## src/rtl/yuv_to_rgb.sv

```systemverilog
// rtl/yuv_to_rgb.sv - multi-port full-range BT.601 YUV to RGB converter
// Three arithmetic stages plus optional delay stages; syncs ride an equal-depth delay line.
module yuv_to_rgb #(
  parameter int C_BPC        = 8,
  parameter int C_PORT_NUM   = 4,
  parameter int C_DLY        = 3,
  parameter int C_BLANK_ZERO = 1
) (
  input  logic                          clk,
  input  logic                          rst,
  input  logic                          HS_I,
  input  logic                          VS_I,
  input  logic                          DE_I,
  input  logic [C_BPC*C_PORT_NUM-1:0]   Y_I,
  input  logic [C_BPC*C_PORT_NUM-1:0]   U_I,
  input  logic [C_BPC*C_PORT_NUM-1:0]   V_I,
  output logic [C_BPC*C_PORT_NUM-1:0]   R_O,
  output logic [C_BPC*C_PORT_NUM-1:0]   G_O,
  output logic [C_BPC*C_PORT_NUM-1:0]   B_O,
  output logic                          HS_O,
  output logic                          VS_O,
  output logic                          DE_O
);

  localparam int W  = C_BPC * C_PORT_NUM;
  localparam int PW = C_BPC + 12;

  localparam logic signed [C_BPC:0] K_OFS = (C_BPC+1)'(1 << (C_BPC - 1));
  localparam logic signed [PW-1:0]  K_PR  = PW'(359);
  localparam logic signed [PW-1:0]  K_PGU = PW'(88);
  localparam logic signed [PW-1:0]  K_PGV = PW'(183);
  localparam logic signed [PW-1:0]  K_PB  = PW'(454);
  localparam logic signed [PW-1:0]  K_RND = PW'(128);

  // Round-to-nearest of p/256 (floor after +128), add luma, saturate to [0, 2^C_BPC-1].
  function automatic logic [C_BPC-1:0] sat(input logic signed [PW-1:0] p,
                                           input logic [C_BPC-1:0] y);
    logic signed [PW-1:0] s;
    logic signed [PW:0]   x;
    s = (p + K_RND) >>> 8;
    x = {s[PW-1], s} + {{(PW+1-C_BPC){1'b0}}, y};
    if (x[PW])                 sat = '0;
    else if (|x[PW-1:C_BPC])   sat = '1;
    else                       sat = x[C_BPC-1:0];
  endfunction

  logic [W-1:0]   w_r3;
  logic [W-1:0]   w_g3;
  logic [W-1:0]   w_b3;
  logic [3*W-1:0] w_rgb;
  logic           w_blank;

  for (genvar gp = 0; gp < C_PORT_NUM; gp++) begin : g_lane
    logic signed [C_BPC:0] r_du;
    logic signed [C_BPC:0] r_dv;
    logic [C_BPC-1:0]      r_y1;
    logic [C_BPC-1:0]      r_y2;
    logic signed [PW-1:0]  r_pr;
    logic signed [PW-1:0]  r_pg;
    logic signed [PW-1:0]  r_pb;
    logic [C_BPC-1:0]      r_r;
    logic [C_BPC-1:0]      r_g;
    logic [C_BPC-1:0]      r_b;
    logic signed [PW-1:0]  w_dux;
    logic signed [PW-1:0]  w_dvx;

    assign w_dux = {{(PW-C_BPC-1){r_du[C_BPC]}}, r_du};
    assign w_dvx = {{(PW-C_BPC-1){r_dv[C_BPC]}}, r_dv};

    always_ff @(posedge clk) begin
      if (rst) begin
        r_du <= '0;
        r_dv <= '0;
        r_y1 <= '0;
        r_y2 <= '0;
        r_pr <= '0;
        r_pg <= '0;
        r_pb <= '0;
        r_r  <= '0;
        r_g  <= '0;
        r_b  <= '0;
      end else begin
        r_du <= $signed({1'b0, U_I[gp*C_BPC +: C_BPC]}) - K_OFS;
        r_dv <= $signed({1'b0, V_I[gp*C_BPC +: C_BPC]}) - K_OFS;
        r_y1 <= Y_I[gp*C_BPC +: C_BPC];
        r_pr <= w_dvx * K_PR;
        r_pg <= -(w_dux * K_PGU) - (w_dvx * K_PGV);
        r_pb <= w_dux * K_PB;
        r_y2 <= r_y1;
        r_r  <= sat(r_pr, r_y2);
        r_g  <= sat(r_pg, r_y2);
        r_b  <= sat(r_pb, r_y2);
      end
    end

    assign w_r3[gp*C_BPC +: C_BPC] = r_r;
    assign w_g3[gp*C_BPC +: C_BPC] = r_g;
    assign w_b3[gp*C_BPC +: C_BPC] = r_b;
  end

  if (C_DLY > 3) begin : g_ext
    logic [3*W-1:0] r_ext [C_DLY-3];
    always_ff @(posedge clk) begin
      if (rst) begin
        for (int i = 0; i < C_DLY - 3; i++) r_ext[i] <= '0;
      end else begin
        r_ext[0] <= {w_r3, w_g3, w_b3};
        for (int i = 1; i < C_DLY - 3; i++) r_ext[i] <= r_ext[i-1];
      end
    end
    assign w_rgb = r_ext[C_DLY-4];
  end else begin : g_noext
    assign w_rgb = {w_r3, w_g3, w_b3};
  end

  logic [2:0] r_sync [C_DLY];

  always_ff @(posedge clk) begin
    if (rst) begin
      for (int i = 0; i < C_DLY; i++) r_sync[i] <= '0;
    end else begin
      r_sync[0] <= {HS_I, VS_I, DE_I};
      for (int i = 1; i < C_DLY; i++) r_sync[i] <= r_sync[i-1];
    end
  end

  assign HS_O    = r_sync[C_DLY-1][2];
  assign VS_O    = r_sync[C_DLY-1][1];
  assign DE_O    = r_sync[C_DLY-1][0];
  assign w_blank = (C_BLANK_ZERO != 0) && !r_sync[C_DLY-1][0];
  assign R_O     = w_blank ? '0 : w_rgb[3*W-1:2*W];
  assign G_O     = w_blank ? '0 : w_rgb[2*W-1:W];
  assign B_O     = w_blank ? '0 : w_rgb[W-1:0];

endmodule
```

## config.mk

```make
export PLATFORM = sky130hd
export DESIGN_NAME = yuv_to_rgb
export DESIGN_NICKNAME = d
export VERILOG_FILES = /design/src/rtl/yuv_to_rgb.sv
export SDC_FILE = /design/constraint.sdc
export NUM_CORES = 2
export LEC_CHECK = 0
export ABC_AREA = 0
export CORE_ASPECT_RATIO = 1.5
export CORE_UTILIZATION = 45
export DETAILED_ROUTE_END_ITERATION = 8
export PLACE_DENSITY = 0.62
export SYNTH_ARGS = -nofsm -noshare
export SYNTH_HDL_FRONTEND = slang
export SYNTH_SLANG_ARGS = --single-unit
```

## constraint.sdc

```tcl
create_clock -name clk -period 7.3 [get_ports clk]
set_input_delay 1.825 -clock clk [delete_from_list [all_inputs] [get_ports clk]]
set_output_delay 1.825 -clock clk [all_outputs]
set_load 0.02 [all_outputs]
```

# Word level (Yosys, flattened, before mapping)
# Memory sizes are Yosys's and may differ from the RTL's.
# Index checks and enable logic that the tools add are counted.
# op_classes
multipliers	16
muxes	21
addsub	40
reduce_logical	24
n_bitwise	3
# ops
op	n
$add A20 B9 Y20 const B	12
$add A12 B9 Y13	12
$mul A9 B9 Y18 const B	8
$reduce_or A12 Y1	12
$mux W32	3
$mux W8	12
$neg A17 Y20	4
$sub A20 B18 Y20	4
$mul A9 B10 Y19 const B	4
$sub A8 B8 Y9 const B	8
$mul A9 B5 Y14 const B	4
$reduce_or A2 Y1	12
$mux W3	3
$mux W1	3
$or A1 B1 Y1	3
# totals
regBits	472
elab_cells	149
inputBits	101
mem_count	1
output_inout_bits	99
ram_bits	9
# mem_list
memory	words	width	read_ports	rd_clocked_by_memory_dff	write_ports	line	rtl
r_sync	3	3	3	0	3	116	logic [2:0] r_sync [C_DLY];

# Depth between registers and ports, before layout
# logic_depth
depth_word	4
depth_mapped	24
ltp_nobuf	24

# Worst setup path before layout
# OpenSTA, ideal clock, no wires.
# synth_path
kind	register -> register
from	register g_lane[2].r_du[7]
to	register g_lane[2].r_pg[17]
period_less_slack_ns	6.317
path_slack_ns	0.983
setup_ns	0.132
arrival_ns	6.185
required_time_ns	7.168
stages_incl_launch_ff	23
n_path_buf	1
cell_sequence	dfxtp_1 -> clkbuf_1 -> clkinv_1 -> fa_1 -> inv_1 -> ha_1 -> o21ai_0 -> a21boi_0 -> o21ai_0 -> nor2b_1 -> xnor2_1 -> ha_1 -> fa_1 -> fa_1 -> fa_1 -> inv_1 -> ha_1 -> and4_1 -> a221o_1 -> a31o_2 -> a21oi_1 -> nor2b_1 -> nor3_1
# synth_between
elab_chain_len	3
# synth_lines
item	line	rtl
start, declared	54	logic signed [C_BPC:0] r_du;
start signal, assigned	83	r_du <= $signed({1'b0, U_I[gp*C_BPC +: C_BPC]}) - K_OFS;
$mul A9 B5 Y14	87	r_pg <= -(w_dux * K_PGU) - (w_dvx * K_PGV);
$neg A17 Y20	87	
$sub A20 B18 Y20	87	
end signal, assigned	87	
end, declared	59	logic signed [PW-1:0] r_pg;
# Every way passes these cells.
# A chain may end at the register's enable or synchronous reset.

# Worst setup path in the final report
# layout_path
from	register g_lane[2].r_du[3]
to	register g_lane[2].r_pg[17]
# The elaborated chain is that of the path after synthesis.

==> results by group <==
Outcome
  – Outcome: complete, no violations

Critical path
  – Delay-heaviest family, CP: adder cells
  – Arrival @ worst endpoint: 7220 ps
  – Crit path buffers/inverters: 1
  – Highest cell delay on the worst timing path: 550 ps
  – Worst path depth: 23
  – Worst r2r path cells: 23
  – Startpoint Class: flip-flop
  – CP endpoint kind: flip-flop
  – Critical-path cell list: ha_1, fa_1, ha_1, nor2b_1, o21ai_0, a21boi_0, o21ai_0, a21boi_0, o21ai_0, nor2b_1, xnor2_1, ha_1, fa_1, fa_1, fa_1, inv_1, ha_1, and4_1, a221o_1, a31o_2, a21oi_1, nor2b_1, nor3_1
  – Worst EP required: 7820 ps
  – CP Class: flip-flop to flip-flop
  – CP max FO: 6
  – Slowest cell on crit path: fa_1

Floorplanning
  – Core Region: 86,400 sq um
  – Ports: 200
  – Rows: 132
  – Die area: 88,500 sq um
  – Initial core utilization: 45.5%
  – Chip Height: 364 um
  – Chip width: 243 um

STA
  – Highest clock rate: 149 MHz
  – Clock skew: 19.7 ps
  – Final worst path period share: 91.8%
  – Final TNS setup: 0 ps
  – Tmin final: 6700 ps
  – Slew of the pin with the lowest slew margin: 1020 ps
  – RSZ-0062 raised after global routing: no
  – Final Max Slew Viols: 0
  – Final hold vios: 0
  – Hold_ws: 434 ps
  – # setup viols final: 0
  – Slew headroom: 31.3%

GRT
  – M2 GR Usage: 39.5%
  – Largest net degree at the start of global routing: 104
  – Number of global-route vias before repair: 29,119
  – Initial antenna violation count: 2
  – First-pass GRT wire length: 147,000 um
  – Grt met3 use: 2.00%
  – Met1 usage in global routing: 23.9%
  – Overflow after GRT: 0
  – GRT Overall Usage: 20.6%
  – GR peak layer: met2

Logic synthesis
  – Primary FF master, synth: dfxtp_1
  – Share of flip-flops with an asynchronous set or reset: 0%
  – Synthesis-stage register bit count: 381
  – Mapped Cells: 4,295
  – Register area share after synthesis: 19.4%
  – Syn_nets: 5,476
  – Synth cell types: 81
  – Avg Cell Area, Syn: 9.15 sq um
  – YS warnings: 0
  – Post-Syn Area: 39,300 sq um
  – Post-synth EDFFs: 0

Job
  – Max-cap violation count: 0

Clock tree
  – Num CTS Buffers: 43
  – Clk pin slew, worst setup/hold paths: 60 ps
  – Clk_lat worst skew: 600 ps
  – Clk root buf: clkbuf_16
  – CTS tree: built
  – Htree depth: 2
  – Post-CTS Hold Buffers: 0
  – Clock Path Buffers: 3
  – Post-CTS sizing: 0
  – Clock Sinks: 381
  – Postcts setup bufs: 0

Layout
  – Layout cells sized above 1: 2.85%
  – Area grow syn2layout: 12.2%
  – Most frequent cells in the layout: ha_1 (760), inv_1 (734), dfxtp_1 (380)
  – Fin nets: 5,670
  – Commonest non-fill, non-tap cell in the layout: ha_1
  – Diodes inserted: 0
  – Final Instance Count excl. Fillers: 5,659

Placement
  – Dpl cells: 5,583
  – Final HPWL DP: 74,500 um
  – Quantity of I/O buffers inserted on ports: 199
  – GP Congestion: 0.867

Detailed routing
  – First DRT Iteration DRCs: 899
  – Routed vias: 28,406
  – Via/cell ratio: 5.02
  – DR WL/cell: 15.8 um
  – Antenna-violating nets left: 0
  – First drt pass iteration count: 5
  – # DRC: 0
  – Post-Route WL: 89,200 um

Power and ir drop
  – Lkg Pwr: 0.0215 uW
  – Worst vdd ir: 205 uV
  – P per Cell Area: 301 nW/um^2

Min path
  – Worst Hold Class: flip-flop to flip-flop
  – Cells on Worst Hold Path: 1
routing by layer:
layer / vias up / share of wire, %
met2: 340 / 52
met1: 13460 / 42
met5: - / 0
li1: 14497 / -
met3: 109 / 3.0
met4: 0 / 2.7
synthesized netlist by cell type, drive strengths merged, types with 99 or more instances:
cell / n / area share, %
a21oi: 172 / 2.2
and2: 109 / 1.7
dfxtp: 381 / 19
fa: 320 / 16
ha: 760 / 24
inv: 735 / 7.0
nand2: 134 / 1.3
nor2: 292 / 2.8
nor2b: 183 / 2.9
o21ai: 99 / 1.3
xnor2: 237 / 5.3
xor2: 118 / 2.6
state kept, by name, summed over array words and instances, names as in the netlist:
name	flops
g_lane.r_pb	48
g_lane.r_pr	48
g_lane.r_g	32
r_sync	9
g_lane.r_b	32
g_lane.r_r	32
g_lane.r_pg	52
g_lane.r_y2	32
g_lane.r_du	32
g_lane.r_y1	32
g_lane.r_dv	32
layout make-up:
cell class | count | area (sq um)
Fill cell | 8043 | 42300
Multi-Input combinational cell | 3113 | 28600
Sequential cell | 381 | 7630
Inverter | 737 | 2770
Timing Repair Buffer | 213 | 2110
Tap cell | 1139 | 1430
Clock buffer | 59 | 1260
Clock inverter | 17 | 228
through the flow:
step	utilization [%]	setup WS, ps	cell area, sq um	power, uW
final	51.0	602	44100	13200
after global routing	51.0	153	44100	14700
after CTS	51.0	615	44100	13400
after detailed placement	49.3	682	42600	11000
after global placement	49.3	767	42600	10900
after floorplan	-	983	39300	9250
report_power, final:
part	total, uW	internal, uW	switching [uW]
Clock	2310	1360	951
Combinational	7980	3680	4290
Sequential	2960	2580	379
cell families after synthesis:
family	after synthesis	share of synthesized area, %
compound gates	607	10.3
simple gates	1053	13.7
buf+inv	801	7.66
fa+ha+maj	1082	40.6
flops	381	19.4
mux	16	0.411
xor+xnor	355	7.92
path summary, 6_finish.rpt:
check / to / slack [ps] / start
worst min-delay path: g_lane[1].r_y2[3] / 430 / g_lane[1].r_y1[3]
worst max register to register: g_lane[2].r_pg[17] / 600 / g_lane[2].r_du[3]
worst max-delay path: g_lane[2].r_pg[17] / 600 / g_lane[2].r_du[3]
worst min register to register: g_lane[1].r_y2[3] / 430 / g_lane[1].r_y1[3]
Power figures use the tool's default switching activity.
